===== src/rtl/result_bcd_converter_pkg.sv =====
// Shared definitions for the signed-result to BCD conversion path and the display driver.
package result_bcd_converter_pkg;

  localparam int unsigned N_DEF      = 5;
  localparam int unsigned DIGITS_DEF = 2;
  localparam int unsigned BCD_W      = 4 * DIGITS_DEF;

  typedef enum logic [1:0] {
    IDLE  = 2'd0,
    LOAD  = 2'd1,
    SHIFT = 2'd2,
    DONE  = 2'd3
  } state_e;

endpackage


===== src/rtl/result_bcd_converter_bcd_add3.sv =====
// Double-dabble nibble correction: add 3 when the digit is 5 or more.
module bcd_add3 (
  input  logic [3:0] nib_i,
  output logic [3:0] nib_o
);

  always_comb begin
    nib_o = nib_i;
    if (nib_i >= 4'd5) nib_o = nib_i + 4'd3;
  end

endmodule


===== src/rtl/result_bcd_converter.sv =====
// Sequential sign + BCD magnitude converter for the adder's N+1-bit two's-complement result.
module result_bcd_converter
  import result_bcd_converter_pkg::*;
#(
  parameter int unsigned N      = N_DEF,
  parameter int unsigned DIGITS = DIGITS_DEF
) (
  input  logic                  clk,
  input  logic                  RESET,
  input  logic                  start,
  input  logic [N:0]            result,
  output logic                  busy,
  output logic                  done,
  output logic                  sign,
  output logic [4*DIGITS-1:0]   bcd
);

  localparam int unsigned RW   = N + 1;
  localparam int unsigned BW   = 4 * DIGITS;
  localparam int unsigned SH_W = BW + RW;
  localparam int unsigned CW   = $clog2(N + 2);

  state_e          state_q, state_d;
  logic            sign_r_q, sign_r_d;
  logic [RW-1:0]   mag_q, mag_d;
  logic [BW-1:0]   work_q, work_d;
  logic [BW-1:0]   work_adj;
  logic [CW-1:0]   cnt_q, cnt_d;
  logic            busy_q, busy_d;
  logic            done_q, done_d;
  logic            sign_q, sign_d;
  logic [BW-1:0]   bcd_q, bcd_d;
  logic [SH_W-1:0] shifted;

  for (genvar g = 0; g < DIGITS; g++) begin : g_add3
    bcd_add3 u_add3 (
      .nib_i(work_q[4*g +: 4]),
      .nib_o(work_adj[4*g +: 4])
    );
  end

  // Next-state and datapath logic
  always_comb begin
    state_d  = state_q;
    sign_r_d = sign_r_q;
    mag_d    = mag_q;
    work_d   = work_q;
    cnt_d    = cnt_q;
    sign_d   = sign_q;
    bcd_d    = bcd_q;
    done_d   = 1'b0;
    shifted  = {work_adj, mag_q} << 1;

    case (state_q)
      IDLE: begin
        if (start) state_d = LOAD;
      end
      LOAD: begin
        sign_r_d = result[N];
        mag_d    = result[N] ? RW'(-result) : result;
        work_d   = '0;
        cnt_d    = '0;
        state_d  = SHIFT;
      end
      SHIFT: begin
        work_d = shifted[SH_W-1 -: BW];
        mag_d  = shifted[RW-1:0];
        cnt_d  = cnt_q + CW'(1);
        if (cnt_q == CW'(N)) state_d = DONE;
      end
      DONE: begin
        bcd_d   = work_q;
        sign_d  = sign_r_q & (work_q != '0);
        done_d  = 1'b1;
        state_d = IDLE;
      end
      default: state_d = IDLE;
    endcase

    busy_d = (state_d != IDLE);
  end

  always_ff @(posedge clk) begin
    if (!RESET) begin
      state_q  <= IDLE;
      sign_r_q <= 1'b0;
      mag_q    <= '0;
      work_q   <= '0;
      cnt_q    <= '0;
      busy_q   <= 1'b0;
      done_q   <= 1'b0;
      sign_q   <= 1'b0;
      bcd_q    <= '0;
    end else begin
      state_q  <= state_d;
      sign_r_q <= sign_r_d;
      mag_q    <= mag_d;
      work_q   <= work_d;
      cnt_q    <= cnt_d;
      busy_q   <= busy_d;
      done_q   <= done_d;
      sign_q   <= sign_d;
      bcd_q    <= bcd_d;
    end
  end

  assign busy = busy_q;
  assign done = done_q;
  assign sign = sign_q;
  assign bcd  = bcd_q;

endmodule

===== config.mk =====
export PLATFORM = sky130hd
export DESIGN_NAME = result_bcd_converter
export DESIGN_NICKNAME = d
export VERILOG_FILES = /design/src/rtl/result_bcd_converter_pkg.sv /design/src/rtl/result_bcd_converter_bcd_add3.sv /design/src/rtl/result_bcd_converter.sv
export SDC_FILE = /design/constraint.sdc
export NUM_CORES = 1
export LEC_CHECK = 0
export CAP_MARGIN = 30
export CELL_PAD_IN_SITES_DETAIL_PLACEMENT = 2
export CELL_PAD_IN_SITES_GLOBAL_PLACEMENT = 2
export CORE_MARGIN = 2
export CORE_UTILIZATION = 36
export DETAILED_ROUTE_END_ITERATION = 10
export PLACE_DENSITY_LB_ADDON = 0.1
export SLEW_MARGIN = 10
export SYNTH_ARGS = -nofsm -noshare
export SYNTH_HDL_FRONTEND = slang
export SYNTH_SLANG_ARGS = --single-unit

===== constraint.sdc =====
create_clock -name clk -period 3.4 [get_ports clk]
set_clock_uncertainty 0.15 [all_clocks]
set_input_delay 0.85 -clock clk [delete_from_list [all_inputs] [get_ports clk]]
set_output_delay 0.85 -clock clk [all_outputs]
set_load 0.01 [all_outputs]

# ---- Word-level counts from Yosys, hierarchy flattened
# Cells that the tools add are included.
dict set report word_totals {
  output_inout_bits 11
  inputBits 9
  wordCells 34
  ff_bits 31
}
dict set report op_classes {
  bitwise 1
  n_addsub 4
  n_lt_le_gt_ge 2
  n_eq_ne 4
  n_reduce_logical 4
  n_mux 10
}
# cell count
set op_table {}
lappend op_table {{8-bit case mux with 2 select lines} 1}
lappend op_table {{6-bit case mux with 2 select lines} 1}
lappend op_table {{4-bit by 3-bit >= comparator with 1-bit output (second input constant)} 2}
lappend op_table {{2-bit case mux with 4 select lines} 1}
lappend op_table {{8-bit nonzero test} 1}
lappend op_table {{6-bit 2-to-1 mux} 1}
lappend op_table {{6-bit negation} 1}
lappend op_table {{3-bit case mux with 2 select lines} 1}
lappend op_table {{4-bit by 2-bit adder with 4-bit output (second input constant)} 1}
lappend op_table {{2-bit equality test (second input constant)} 2}
lappend op_table {{2-bit 2-to-1 mux} 2}
lappend op_table {{4-bit 2-to-1 mux} 1}
lappend op_table {{2-bit nonzero test} 2}
lappend op_table {{3-bit by 1-bit adder with 3-bit output (second input constant)} 1}
lappend op_table {{3-bit by 2-bit adder with 3-bit output (second input constant)} 1}
lappend op_table {{3-bit equality test (second input constant)} 1}
lappend op_table {{3-bit 2-to-1 mux} 1}
lappend op_table {{2-bit by 1-bit equality test with 1-bit output (second input constant)} 1}
lappend op_table {{2-bit zero test} 1}
lappend op_table {{1-bit AND} 1}
lappend op_table {{1-bit 2-to-1 mux} 1}

# ---- Logic depth before layout (Yosys ltp)
# Gate-level depths: netlist (run 1).
dict set report logic_depth {
  word_depth 4
  depth_mapped 6
  mapped_depth_nobuf 6
}

# ---- Modules after synthesis
# From an unflattened synthesis (run 1), not the netlist that was laid out.
dict set report hier_totals {
  hier_cells 184
  area_unflattened_um2 1662.8
}
# module area_each_um2 instances seq_area_each_um2 cells_each
set modules_own_cells {}
lappend modules_own_cells {result_bcd_converter 1460.2 1 620.6 152}
lappend modules_own_cells {bcd_add3 101.3 2 0.0 16}

# ---- Worst setup path after synthesis (run 1)
# Ideal clock, no wire load.
dict set report synth_path {
  kind {input port to flip-flop}
  startpoint {input result[0]}
  endpoint {register mag_q[2]}
  n_path_buf 0
  setup_time_ns 0.087
  path_slack_ns 1.585
  t_arrival_ns 1.578
  path_stages 6
  required_ns 3.163
  cell_sequence {inv_1 ha_1 nand2b_1 xnor2_1 nor2_1 o31ai_1}
}
dict set report synth_between {
  elab_chain_cells 3
}
# item line
set synth_rtl {}
lappend synth_rtl {{start, declared} result_bcd_converter.sv:11} ;# input logic [N:0] result,
lappend synth_rtl {{6-bit negation} result_bcd_converter.sv:60} ;# mag_d = result[N] ? RW'(-result) : result;
lappend synth_rtl {{6-bit 2-to-1 mux} result_bcd_converter.sv:60}
lappend synth_rtl {{6-bit case mux with 2 select lines} result_bcd_converter.sv:54} ;# case (state_q)
lappend synth_rtl {{end signal, assigned} result_bcd_converter.sv:97} ;# mag_q <= mag_d;
lappend synth_rtl {{end, declared} result_bcd_converter.sv:25} ;# logic [RW-1:0] mag_q, mag_d;
# Every way passes these cells.
# A chain may end at the register's enable or synchronous reset.

==> results of run 1 <==
==> cell type report <==
cell class / instances / area, µm² / area share [%]
Clock buffer: 6 / 82.6 / 4.34
Inverter: 12 / 45.0 / 2.37
Timing Repair Buffer: 20 / 198 / 10.4
Clock inverter: 2 / 35.0 / 1.84
Multi-Input combinational cell: 116 / 858 / 45.1
Tap cell: 50 / 62.6 / 3.29
Sequential cell: 31 / 621 / 32.6
==> placed cells by master, fill, tap and decap left out, types with 2 or more instances in the layout <==
master           instances
a21oi_1                  4
a21oi_2                  2
a32oi_1                  2
and2_1                   5
clkbuf_8                 6
clkdlybuf4s50_1         19
dfxtp_1                 31
ha_1                    12
inv_1                   12
mux2i_1                 10
nand2_1                  9
nand2b_1                 5
nand3_1                  5
nand3b_1                 6
nand4_1                  2
nor2_1                   5
nor2b_1                 13
o211ai_1                 3
o21ai_0                  5
o21ai_2                  2
o22ai_1                  2
o31ai_1                  6
xnor2_1                  4
==> worst max-delay path by stage <==
| stage | to | depth (start not counted) |
|---|---|---|
| global placement | work_q[4] | 4 |
| global route | work_q[2] | 4 |
| CTS | work_q[2] | 4 |
| finish | work_q[2] | 4 |
| detailed placement | work_q[2] | 4 |
| floorplan | mag_q[2] | 6 |
==> per-layer routing <==
| layer | vias to the layer above | GRT usage, % |
|---|---|---|
| met3 | 7 | 4.07 |
| met5 | - | 0 |
| met2 | 16 | 34.1 |
| li1 | 607 | - |
| met4 | 0 | 8.33 |
| met1 | 627 | 19.3 |
==> state kept, by name (all words and copies together), names as in the netlist <==
name / cells
done: 1
state_q: 2
busy: 1
work_q: 8
bcd: 8
sign_r_q: 1
cnt_q: 3
sign: 1
mag_q: 6
==> worst max-delay path: stages <==
cell             delay (ns)
clkdlybuf4s50_1        0.95
nor2b_1                0.41
nand2_1                0.15
o21ai_2                0.08
==> where the power goes <==
part           total [mW]  switching [mW]  internal (mW)
Sequential          0.449          0.0324          0.416
Combinational       0.339           0.205          0.134
Clock               0.388           0.150          0.237
Total                1.18           0.388          0.788
==> cells by family (layout without fill, tap and decap cells) <==
group / count (synthesis) / in the layout / share of synthesized area [%]
and+or+nand+nor: 55 / 55 / 20.3
xor gates and xnor gates: 5 / 5 / 2.82
muxes: 12 / 12 / 8.13
adders and majority gates: 12 / 12 / 9.65
buffers and inverters: 19 / 40 / 4.91
DFF: 31 / 31 / 39.9
AOI/OAI and AO/OA: 32 / 32 / 14.3
==> results.json, run 1 <==
{
  "status": "complete, no violations",
  "tightestPinTransition_ns": 0.747,
  "synth_top_area_share_pct": 39.9,
  "dp_cells": 229,
  "synth_flop_cell": "dfxtp_1",
  "n_fill_cell": 440,
  "dp_slack_ns": 0.722,
  "grt_usage_pct": 18.2,
  "yosysUniqueCellTypes": 37,
  "core_area_mm2": 0.00409,
  "clk_pin_slew_worst_paths_ns": 0.07,
  "ctsHoldBuffers": 0,
  "endpoint_kind": "flip-flop",
  "gp_congestion": 0.683,
  "vdd_ir_drop_max_uv": 431,
  "grt_pass1_wl_mm": 6.89,
  "layout.nets": 207,
  "drive_above_1_share_pct": 9.63,
  "final-instance-count-excl-fill": 237,
  "clk_latency_ns": 0.29,
  "reg2reg_slack_ns": 1.23,
  "worstSetupStartpointType": "input pin",
  "synthArstFlopShare_pct": 0,
  "clockBufferDepth": 2,
  "port_buffers": 19,
  "fin_total_pwr_mw": 1.18,
  "hold_viol": 0,
  "ios": 20,
  "yosysTopAreaCell": "dfxtp_1",
  "leakagePower_nw": 0.686,
  "std_cell_rows": 23,
  "finalSetupTns_ns": 0,
  "avgSynthCellArea_um2": 9.37,
  "arrival_ns": 2.45,
  "vias_per_cell": 5.30,
  "via_count": 1257,
  "die_h_um": 69.7,
  "p_per_area_mw_per_mm2": 618,
  "timing.hold.ws_ns": 0.345,
  "synth_most_common_cell": "dfxtp_1",
  "synth-seq-area-share_pct": 39.9,
  "maxUsedRoutingLayer": "met4",
  "synth.ff_latch_count": 31,
  "slew_violations": 0,
  "r2r-end": "work_q[4]",
  "cts_root_buf": "clkbuf_8",
  "drt-met1-wl_mm": 1.66,
  "die-area_mm2": 0.00486,
  "synth_edf_count": 0,
  "cts_buffers": 5,
  "drt_iter0_drc": 40,
  "num_antenna_cells": 0,
  "syn_area_mm2": 0.00156,
  "postSynthCellCount": 166,
  "synth_common_cells": "dfxtp_1 (31), nor2b_1 (13), ha_1 (12), inv_1 (12), mux2i_1 (10)",
  "synth.area.top_cells": "dfxtp_1 (40%), ha_1 (9.7%), mux2i_1 (6.4%)",
  "placed_area_mm2": 0.00178,
  "rr_startpoint": "state_q[0]",
  "rsz0062_at_grt": "false",
  "antenna_found_initial": 0,
  "hp-start": "mag_q[4]",
  "ant_nets": 0,
  "wl_met3_um": 111,
  "synth_warnings": 0,
  "min_period_ns": 2.38,
  "overflow": 0,
  "holdPathEnd": "mag_q[5]",
  "wl_mm": 3.99,
  "cts_sinks": 31,
  "min_path_cells": 2,
  "htree_levels": 2,
  "fp.dieW_um": 69.7,
  "crit_fanout": 24,
  "hold_class": "reg -> reg",
  "cts_resized": 0,
  "start_util_pct": 38.1,
  "hpwl_mm": 2.97,
  "cap_viol_max_count": 0,
  "reg2regPathDepth": 5,
  "relSlewSlack_pct": 50.0,
  "fin_area_mm2": 0.00190,
  "post-route-util_pct": 46.5,
  "fmax_ghz": 0.421,
  "syn2layout_area_growth_pct": 22.3,
  "grt_max_degree": 25,
  "first_pass_iters": 4,
  "path_class": "in -> reg",
  "met2WireLength_mm": 2.15,
  "crit_required_ns": 3.48,
  "cts_post_setup_buffers_inserted": 0,
  "cts_tree": "built",
  "crit_path_start": "RESET",
  "synthesis.nets": 187,
  "fin_crit_sh_pct": 69.9,
  "drc": 0,
  "setup_violations": 0,
  "grt_pass1_vias": 1406,
  "wl_per_cell_um": 16.8,
  "setup_ws_ns": 1.02
}
Power figures use the tool's default switching activity.
==> run 2, diff against run 1 <==
--- a/config.mk
+++ b/config.mk
@@ -9,7 +9,7 @@
 export CELL_PAD_IN_SITES_DETAIL_PLACEMENT = 2
 export CELL_PAD_IN_SITES_GLOBAL_PLACEMENT = 2
 export CORE_MARGIN = 2
-export CORE_UTILIZATION = 36
+export CORE_UTILIZATION = 30
 export DETAILED_ROUTE_END_ITERATION = 10
 export PLACE_DENSITY_LB_ADDON = 0.1
 export SLEW_MARGIN = 10
==> constraint.sdc (replaced) <==
create_clock -name clk -period 2.1 [get_ports clk]
set_clock_uncertainty 0.15 [all_clocks]
set_input_delay 0.525 -clock clk [delete_from_list [all_inputs] [get_ports clk]]
set_output_delay 0.525 -clock clk [all_outputs]
set_load 0.01 [all_outputs]
==> results.json, run 2 (synthesized netlist as in run 1, its figures left out) <==
{
  "status": "complete, no violations",
  "worstSetupStartpointType": "flip-flop",
  "drt_iter0_drc": 23,
  "tightestPinTransition_ns": 0.330,
  "drt-met1-wl_mm": 1.75,
  "finalSetupTns_ns": 0,
  "port_buffers": 19,
  "antenna_found_initial": 0,
  "min_period_ns": 1.85,
  "crit_fanout": 2,
  "timing.hold.ws_ns": 0.327,
  "crit_path_start": "sign",
  "num_antenna_cells": 0,
  "path_class": "reg -> out",
  "vdd_ir_drop_max_uv": 328,
  "overflow": 0,
  "fin_crit_sh_pct": 88.3,
  "grt_pass1_wl_mm": 6.62,
  "core_area_mm2": 0.00504,
  "die_h_um": 76,
  "critPathCapture": "sign",
  "reg2regPathDepth": 5,
  "syn2layout_area_growth_pct": 26.6,
  "cpMaxStageDelayCell": "clkdlybuf4s50_1",
  "hold_viol": 0,
  "grt_usage_pct": 14.6,
  "p_int_mw": 1.28,
  "final_cell_mix": "dfxtp_1 (31), clkdlybuf4s50_1 (19), nor2b_1 (13), inv_1 (12), ha_1 (12)",
  "gp_congestion": 0.732,
  "slew_violations": 0,
  "grt_max_degree": 28,
  "htree_levels": 2,
  "relSlewSlack_pct": 78.0,
  "cts_post_setup_buffers_inserted": 0,
  "via_count": 1249,
  "ant_nets": 0,
  "clkPwrFrac_pct": 29.9,
  "n_fill_cell": 554,
  "drc": 0,
  "ios": 20,
  "vias_per_cell": 4.77,
  "met2WireLength_mm": 1.97,
  "cts_root_buf": "clkbuf_8",
  "leakagePower_nw": 0.711,
  "switchingPower_uw": 613,
  "std_cell_rows": 26,
  "crit_required_ns": 1.42,
  "wl_met3_um": 140,
  "cts_buffers": 5,
  "p_per_area_mw_per_mm2": 960,
  "fp.dieW_um": 76,
  "cap_viol_max_count": 0,
  "endpoint_kind": "output port",
  "reg2reg_slack_ns": 0.34,
  "clk_latency_ns": 0.29,
  "hpwl_mm": 3.03,
  "clk_pin_slew_worst_paths_ns": 0.07,
  "arrival_ns": 1.18,
  "combPwrFrac_pct": 31.7,
  "maxUsedRoutingLayer": "met4",
  "layout.nets": 213,
  "cp.depth": 1,
  "setup_violations": 0,
  "cp_num_buf_inv": 1,
  "die-area_mm2": 0.00578,
  "critPathTopFamily": "buffers and inverters",
  "rr_startpoint": "state_q[0]",
  "ctsHoldBuffers": 0,
  "rsz0062_at_grt": "false",
  "wl_mm": 3.92,
  "clockBufferDepth": 2,
  "grt_pass1_vias": 1355,
  "cts_resized": 0,
  "crit_chain": "clkdlybuf4s50_1",
  "first_pass_iters": 3,
  "cts_sinks": 31,
  "hold_class": "reg -> reg",
  "seqPwrFrac_pct": 38.4,
  "slowest_delay_ns": 0.54,
  "sw_frac_of_total_pct": 32.4,
  "drive_above_1_share_pct": 11.5,
  "layout_commonest_cell": "dfxtp_1",
  "r2r-end": "mag_q[2]",
  "wl_per_cell_um": 15.0,
  "cts_tree": "built",
  "fmax_ghz": 0.539,
  "start_util_pct": 30.8
}
run 2: layout make-up:
| class | count | area, µm² | share of cell area [%] |
|---|---|---|---|
| Clock buffer | 6 | 72.6 | 3.68 |
| Clock inverter | 1 | 30.0 | 1.52 |
| Inverter | 12 | 45.0 | 2.29 |
| Multi-Input combinational cell | 116 | 858 | 43.6 |
| Sequential cell | 31 | 621 | 31.5 |
| Tap cell | 70 | 87.6 | 4.45 |
| Timing Repair Buffer | 26 | 255 | 13.0 |
run 2: routing by layer:
layer	GRT usage (%)	vias to the layer above
met5	0	-
met2	25.5	18
met1	16.8	610
li1	-	616
met3	4.38	5
met4	5.45	0
run 2: worst min path at each step:
stage / from / to / slack (ns) / depth (start not counted)
floorplan: work_q[5] / work_q[5] / 0.30 / 2
global route: sign / sign / 0.37 / 2
global placement: mag_q[4] / mag_q[5] / 0.31 / 2
CTS: mag_q[4] / mag_q[5] / 0.33 / 2
detailed placement: mag_q[4] / mag_q[5] / 0.32 / 2
finish: mag_q[4] / mag_q[5] / 0.33 / 2
run 2: power groups by stage:
stage	Combinational, mW	Sequential, mW	Clock [mW]
detailed placement	0.607	0.739	0
floorplan	0.400	0.729	0
CTS	0.611	0.728	0.591
finish	0.599	0.726	0.565
global route	0.670	0.739	0.622
global placement	0.579	0.732	0
run 2: through the flow:
stage               utilization [%]  instances  instance area [µm²]  power, mW  setup slack (ns)
global placement               37.0        255                 1870       1.31            0.0748
CTS                            39.1        262                 1970       1.93             0.219
global route                   39.1        262                 1970       2.03             0.198
finish                         39.1        262                 1970       1.89             0.246
detailed placement             37.0        255                 1870       1.35            0.0112
floorplan                         -        166                 1560       1.13             0.537
